--- config.mk ---
export PLATFORM = sky130hd
export DESIGN_NAME = axi4_lite_master_amci
export DESIGN_NICKNAME = d
export VERILOG_FILES = /design/src/rtl/axi_lite_pkg.sv /design/src/rtl/axi4_lite_master_amci.sv
export SDC_FILE = /design/constraint.sdc
export NUM_CORES = 1
export LEC_CHECK = 0
export CAP_MARGIN = 30
export CORE_ASPECT_RATIO = 0.7
export CORE_MARGIN = 5
export CORE_UTILIZATION = 43
export CTS_CLUSTER_SIZE = 12
export DETAILED_ROUTE_END_ITERATION = 10
export PLACE_DENSITY = 0.94
export SETUP_SLACK_MARGIN = 0.3
export SLEW_MARGIN = 10
export SYNTH_ARGS = -nofsm -noshare
export SYNTH_HDL_FRONTEND = slang
export SYNTH_SLANG_ARGS = --single-unit
export TNS_END_PERCENT = 5
--- constraint.sdc ---
create_clock -name axi_clk -period 15 [get_ports axi_clk]
set_clock_uncertainty 0.05 [all_clocks]
set_input_delay 3 -clock axi_clk [delete_from_list [all_inputs] [get_ports axi_clk]]
set_output_delay 3 -clock axi_clk [all_outputs]
set_load 0.03 [all_outputs]
--- src/rtl/axi_lite_pkg.sv ---
`default_nettype none
// ---------------------------------------------------------------------------
// Module   : axi_lite_pkg
// Purpose  : Shared AXI4-Lite response codes and master engine state types.
// Revision : 1.0  initial release
// ---------------------------------------------------------------------------
package axi_lite_pkg;

   localparam logic [1:0] OKAY   = 2'd0;
   localparam logic [1:0] EXOKAY = 2'd1;
   localparam logic [1:0] SLVERR = 2'd2;
   localparam logic [1:0] DECERR = 2'd3;

   typedef enum logic [1:0] {
      W_IDLE = 2'd0,
      W_AW_W = 2'd1,
      W_B    = 2'd2
   } wstate_t;

   typedef enum logic [1:0] {
      R_IDLE = 2'd0,
      R_AR   = 2'd1,
      R_R    = 2'd2
   } rstate_t;

endpackage
`default_nettype wire

--- src/rtl/axi4_lite_master_amci.sv ---
`default_nettype none
// ---------------------------------------------------------------------------
// Module   : axi4_lite_master_amci
// Purpose  : AXI4-Lite master with independent single-beat read/write engines.
// Revision : 1.0  initial release
// ---------------------------------------------------------------------------
module axi4_lite_master_amci
   import axi_lite_pkg::*;
#(
   parameter int AW = 32,
   parameter int DW = 32
)(
   input  logic          axi_clk,
   input  logic          axi_reset,

   input  logic [AW-1:0] amci_waddr,
   input  logic [DW-1:0] amci_wdata,
   input  logic          amci_write,
   output logic [1:0]    amci_wresp,
   output logic          amci_widle,

   input  logic [AW-1:0] amci_raddr,
   input  logic          amci_read,
   output logic [DW-1:0] amci_rdata,
   output logic [1:0]    amci_rresp,
   output logic          amci_ridle,

   output logic [AW-1:0] M_AXI_AWADDR,
   output logic          M_AXI_AWVALID,
   input  logic          M_AXI_AWREADY,
   output logic [2:0]    M_AXI_AWPROT,

   output logic [DW-1:0] M_AXI_WDATA,
   output logic [3:0]    M_AXI_WSTRB,
   output logic          M_AXI_WVALID,
   input  logic          M_AXI_WREADY,

   input  logic [1:0]    M_AXI_BRESP,
   input  logic          M_AXI_BVALID,
   output logic          M_AXI_BREADY,

   output logic [AW-1:0] M_AXI_ARADDR,
   output logic          M_AXI_ARVALID,
   input  logic          M_AXI_ARREADY,
   output logic [2:0]    M_AXI_ARPROT,

   input  logic [DW-1:0] M_AXI_RDATA,
   input  logic [1:0]    M_AXI_RRESP,
   input  logic          M_AXI_RVALID,
   output logic          M_AXI_RREADY
);

   wstate_t       r_wstate;
   logic [AW-1:0] r_awaddr;
   logic [DW-1:0] r_wdata;
   logic          r_awvalid;
   logic          r_wvalid;
   logic          r_bready;
   logic [1:0]    r_wresp;

   rstate_t       r_rstate;
   logic [AW-1:0] r_araddr;
   logic          r_arvalid;
   logic          r_rready;
   logic [DW-1:0] r_rdata;
   logic [1:0]    r_rresp;

   // A channel counts as done if it finished earlier or handshakes this cycle.
   logic w_aw_done;
   logic w_w_done;
   assign w_aw_done = !r_awvalid || M_AXI_AWREADY;
   assign w_w_done  = !r_wvalid  || M_AXI_WREADY;

   always_ff @(posedge axi_clk or posedge axi_reset) begin
      if (axi_reset) begin
         r_wstate  <= W_IDLE;
         r_awaddr  <= '0;
         r_wdata   <= '0;
         r_awvalid <= 1'b0;
         r_wvalid  <= 1'b0;
         r_bready  <= 1'b0;
         r_wresp   <= OKAY;
      end else begin
         case (r_wstate)
            W_IDLE: begin
               if (amci_write) begin
                  r_awaddr  <= amci_waddr;
                  r_wdata   <= amci_wdata;
                  r_awvalid <= 1'b1;
                  r_wvalid  <= 1'b1;
                  r_wstate  <= W_AW_W;
               end
            end
            W_AW_W: begin
               if (r_awvalid && M_AXI_AWREADY) r_awvalid <= 1'b0;
               if (r_wvalid && M_AXI_WREADY)   r_wvalid  <= 1'b0;
               if (w_aw_done && w_w_done) begin
                  r_bready <= 1'b1;
                  r_wstate <= W_B;
               end
            end
            W_B: begin
               if (M_AXI_BVALID) begin
                  r_wresp  <= M_AXI_BRESP;
                  r_bready <= 1'b0;
                  r_wstate <= W_IDLE;
               end
            end
            default: r_wstate <= W_IDLE;
         endcase
      end
   end

   always_ff @(posedge axi_clk or posedge axi_reset) begin
      if (axi_reset) begin
         r_rstate  <= R_IDLE;
         r_araddr  <= '0;
         r_arvalid <= 1'b0;
         r_rready  <= 1'b0;
         r_rdata   <= '0;
         r_rresp   <= OKAY;
      end else begin
         case (r_rstate)
            R_IDLE: begin
               if (amci_read) begin
                  r_araddr  <= amci_raddr;
                  r_arvalid <= 1'b1;
                  r_rstate  <= R_AR;
               end
            end
            R_AR: begin
               if (M_AXI_ARREADY) begin
                  r_arvalid <= 1'b0;
                  r_rready  <= 1'b1;
                  r_rstate  <= R_R;
               end
            end
            R_R: begin
               if (M_AXI_RVALID) begin
                  r_rdata  <= M_AXI_RDATA;
                  r_rresp  <= M_AXI_RRESP;
                  r_rready <= 1'b0;
                  r_rstate <= R_IDLE;
               end
            end
            default: r_rstate <= R_IDLE;
         endcase
      end
   end

   // Idle flags fall combinationally with the start pulse.
   assign amci_widle    = (r_wstate == W_IDLE) && !amci_write;
   assign amci_ridle    = (r_rstate == R_IDLE) && !amci_read;
   assign amci_wresp    = r_wresp;
   assign amci_rdata    = r_rdata;
   assign amci_rresp    = r_rresp;

   assign M_AXI_AWADDR  = r_awaddr;
   assign M_AXI_AWVALID = r_awvalid;
   assign M_AXI_AWPROT  = 3'b000;
   assign M_AXI_WDATA   = r_wdata;
   assign M_AXI_WSTRB   = 4'hF;
   assign M_AXI_WVALID  = r_wvalid;
   assign M_AXI_BREADY  = r_bready;
   assign M_AXI_ARADDR  = r_araddr;
   assign M_AXI_ARVALID = r_arvalid;
   assign M_AXI_ARPROT  = 3'b000;
   assign M_AXI_RREADY  = r_rready;

endmodule
`default_nettype wire

# --- Word-level counts from Yosys, hierarchy flattened ---
# Cells that the tools add are included.
word_totals:
  register_bits: 141
  inputBits: 141
  wordCells: 75
  out_inout_bits: 149
op_classes:
  muxes: 22
  reduce_logical: 28
  eq_ne: 12
ops:
  columns: ["op", "n"]
  rows:
  - ["$reduce_and 3->1", 7]
  - ["$ne 2x2->1 const B", 8]
  - ["$mux 2", 6]
  - ["$pmux 2 s3", 2]
  - ["$pmux 1 s2", 5]
  - ["$mux 1", 9]
  - ["$reduce_and 2->1", 4]
  - ["$reduce_bool 2->1", 4]
  - ["$logic_and 1x1->1", 5]
  - ["$eq 2x1->1 const B", 2]
  - ["$eq 2x2->1 const B", 2]
  - ["$logic_not 1->1", 4]
  - ["$logic_not 2->1", 2]
  - ["$logic_or 1x1->1", 2]

# --- Longest topological paths before layout ---
depth:
  depth_word: 5
  mapped_depth: 6
  ltp_nobuf: 3

# --- Worst setup path after synthesis ---
# OpenSTA, ideal clock, no wires.
synth_path:
  path_type: "input -> output"
  from: "input amci_read"
  to: "output amci_ridle"
  path_slack_ns: 8.298
  path_buffers: 0
  required_time_ns: 11.950
  arrival_time_ns: 3.652
  cell_stages: 1
  cell_sequence: "nor3_1"
synth_between:
  elab_chain_len: 2
synth_rtl:
  columns: ["item", "line", "source"]
  rows:
  - ["from (decl)", "axi4_lite_master_amci.sv:23", "input logic amci_read,"]
  - ["$logic_not 1->1", "axi4_lite_master_amci.sv:153", "assign amci_ridle = (r_rstate == R_IDLE) && !amci_read;"]
  - ["$logic_and 1x1->1", "axi4_lite_master_amci.sv:153", null]
  - ["to (decl)", "axi4_lite_master_amci.sv:26", "output logic amci_ridle,"]
# Every way passes these cells.

# --- Final worst setup path ---
# Ends and elaborated chain as after synthesis.

==> results.json <==
{
  "status": "finished, final reports clean",
  "worst-r2r-cell-count": 4,
  "crit_chain": "clkdlybuf4s50_1 > nor3_1 > clkdlybuf4s50_1",
  "cp.depth": 3,
  "arrival_ns": 4.38,
  "regToRegSetupSlack_ns": 12.88,
  "synth_seq_area_share": 0.629,
  "dp_hpwl_mm": 11.8,
  "synth_edf_count": 0,
  "synth_commonest_cells": "dfrtp_1, mux2_2, mux2_4",
  "synth_cells": 340,
  "area_growth_pct": 62.0,
  "fillers": 818,
  "h-tree-depth": 4,
  "yosysUniqueCellTypes": 26,
  "start_util": 0.446,
  "cts.sinks": 141,
  "die_x_um": 147,
  "fin_hold_ws_ns": 0.456,
  "setup_slack_ns": 7.57,
  "p_comb_frac": 0.499,
  "clock-root-buffer": "clkbuf_16",
  "synthTopCellsByArea": "dfrtp_1, mux2_2, mux2_4",
  "setup_tns_ns": 0,
  "antenna_cells": 0,
  "drv_cap": 0,
  "post_cts_resize_count": 0,
  "p_leak_uw": 0.00389,
  "dieArea_um2": 15500,
  "fp-row-count": 34,
  "synth.most_common_cell": "dfrtp_1",
  "cts.path.max_buffers": 2,
  "finalWirelength_mm": 15.5,
  "grt_start_max_net_pins": 77,
  "crit_required_ns": 11.95,
  "worstSetupStartpointType": "input port",
  "switching_share": 0.387,
  "final-hold-violation-count": 0,
  "layout_min_cycle_time_ns": 7.43,
  "tritoncts": "built",
  "cpMaxStageDelayCell": "clkdlybuf4s50_1",
  "drive_gt1_frac": 0.274,
  "slew_headroom": 0.490,
  "grt.total_usage": 0.200,
  "internal_power_uw": 1390,
  "drcViolationCount": 0,
  "rsz0062_at_grt": "no",
  "dp.cells": 767,
  "cp_max_fo": 4,
  "path_delay_family": "buffers and inverters",
  "wl_per_cell_um": 19.3,
  "totalPowerFinal_uw": 2270,
  "via_per_inst": 4.72,
  "tightest_slew_ns": 0.765,
  "vias": 3779,
  "dr.first_iter.drc_count": 98,
  "cts_hold_buf": 0,
  "setup_viol": 0,
  "final_cells": 800,
  "slowest_delay_ns": 0.71,
  "crit_type": "in2out",
  "async_flop_share": 1.00,
  "postCtsSetupBuffers": 0,
  "power.density_nw_per_um2": 249,
  "synth.cell_area_um2": 5610,
  "boundaryPins": 290,
  "nets": 766,
  "fmax_ghz": 0.135,
  "syn_avg_cell_area_um2": 16.5,
  "io_buffer_count": 279,
  "net-switching-power_uw": 876,
  "place_congestion": 0.822,
  "synthFlopType": "dfrtp_1",
  "hold_class": "reg2reg",
  "slew_viol_final": 0,
  "insertion_delay_ns": 0.41,
  "ir_worst_vdd_uv": 145,
  "ys_warn_count": 0,
  "coreArea_um2": 12600,
  "cts_inserted_buffers": 17,
  "die_h_um": 106,
  "grt_pass1_wl_mm": 24.2,
  "synth_seq_cells": 141,
  "dp_slack_ns": 7.57,
  "yosysTopAreaCell": "dfrtp_1",
  "crit_top_cell": "clkdlybuf4s50_1",
  "critPathBufInv": 2,
  "p_seq_frac": 0.303,
  "finalCritPeriodShare": 0.495,
  "antenna_found_initial": 0,
  "drt_first_pass_iters": 4,
  "clkTransAtPathRegs_ns": 0.06,
  "synth_top_area_share": 0.629,
  "grt_pass1_vias": 4303,
  "clockPowerShare": 0.198,
  "ant_nets": 0,
  "grt_remaining_overflow": 0,
  "hold_depth": 1,
  "critPathCaptureType": "output port"
}
-- cells by family (layout without fill, tap and decap cells) --
family | count (synthesis) | in the layout | share of synthesized area
AOI/OAI and AO/OA | 14 | 14 | 0.0149
buffers and inverters | 33 | 323 | 0.0515
DFF | 141 | 141 | 0.629
muxes | 133 | 133 | 0.287
other | 2 | 10 | 0.00134
and+or+nand+nor | 17 | 17 | 0.0167
-- state kept, by name, indices dropped and copies added, names as in the netlist --
signal,cells
M_AXI_AWADDR,32
amci_rdata,32
r_rstate,2
M_AXI_WVALID,1
M_AXI_AWVALID,1
M_AXI_RREADY,1
M_AXI_BREADY,1
amci_rresp,2
M_AXI_ARADDR,32
r_wstate,2
M_AXI_WDATA,32
amci_wresp,2
M_AXI_ARVALID,1
-- layout by cell type, fill, tap and decap left out --
cell and instances:
or2_2 1, a221o_1 1, conb_1 10, clkinv_2 1, nand2b_1 1, mux2_4 30, mux2i_1 1, inv_6 6
nand3_1 1, a21oi_1 2, and2b_2 1, clkinvlp_4 3, nor3_1 2, mux2_2 102, buf_12 1, nor2b_1 1
nand2_2 1, buf_4 3, clkbuf_16 17, o22ai_1 1, o21ai_0 8, nor3b_4 1, o31ai_1 1, o211a_1 1
dfrtp_1 141, bufinv_16 4, nor2_1 5, clkdlybuf4s50_1 279, buf_16 1, and3_2 1, nand2_1 2, inv_1 6
clkinv_4 2
-- worst paths after layout --
path,from,endpoint
setup / recovery,amci_read,amci_ridle
hold / removal,M_AXI_ARADDR[25],M_AXI_ARADDR[25]
setup reg to reg,r_wstate[1],M_AXI_AWADDR[7]
hold reg to reg,M_AXI_ARADDR[25],M_AXI_ARADDR[25]
max in group asynchronous,axi_reset,M_AXI_ARADDR[30]
min in group asynchronous,axi_reset,M_AXI_ARADDR[7]
-- per-layer routing --
metal  GRT usage  wire length, µm  vias up
li1            -                -     1730
met1       0.219             5840     1859
met2       0.352             8030      175
met3      0.0897             1410       15
met4      0.0584              165        0
met5           0                0        -
-- cell type report --
cell class / count / area (µm²) / area share
tap: 162 / 203 / 0.0223
multi-input combinational: 174 / 1830 / 0.201
clock buffer: 17 / 425 / 0.0468
timing repair buffer: 284 / 2860 / 0.315
sequential: 141 / 3530 / 0.388
clock inverter: 15 / 209 / 0.0230
inverter: 7 / 31.3 / 0.00344
-- stage by stage --
stage               instance area, µm²   util
detailed placement                8430  0.669
floorplan                         5640      -
CTS                               9060  0.720
global placement                  8410  0.668
global route                      9090  0.722
finish                            9090  0.722
-- power by group through the flow --
stage	combinational [µW]	clock, µW	sequential, µW
global placement	1120	0	670
finish	1130	449	687
global route	1180	474	710
floorplan	300	0	1040
detailed placement	1140	0	690
CTS	1140	457	688
No activity file was read; power rests on OpenSTA's default activity.
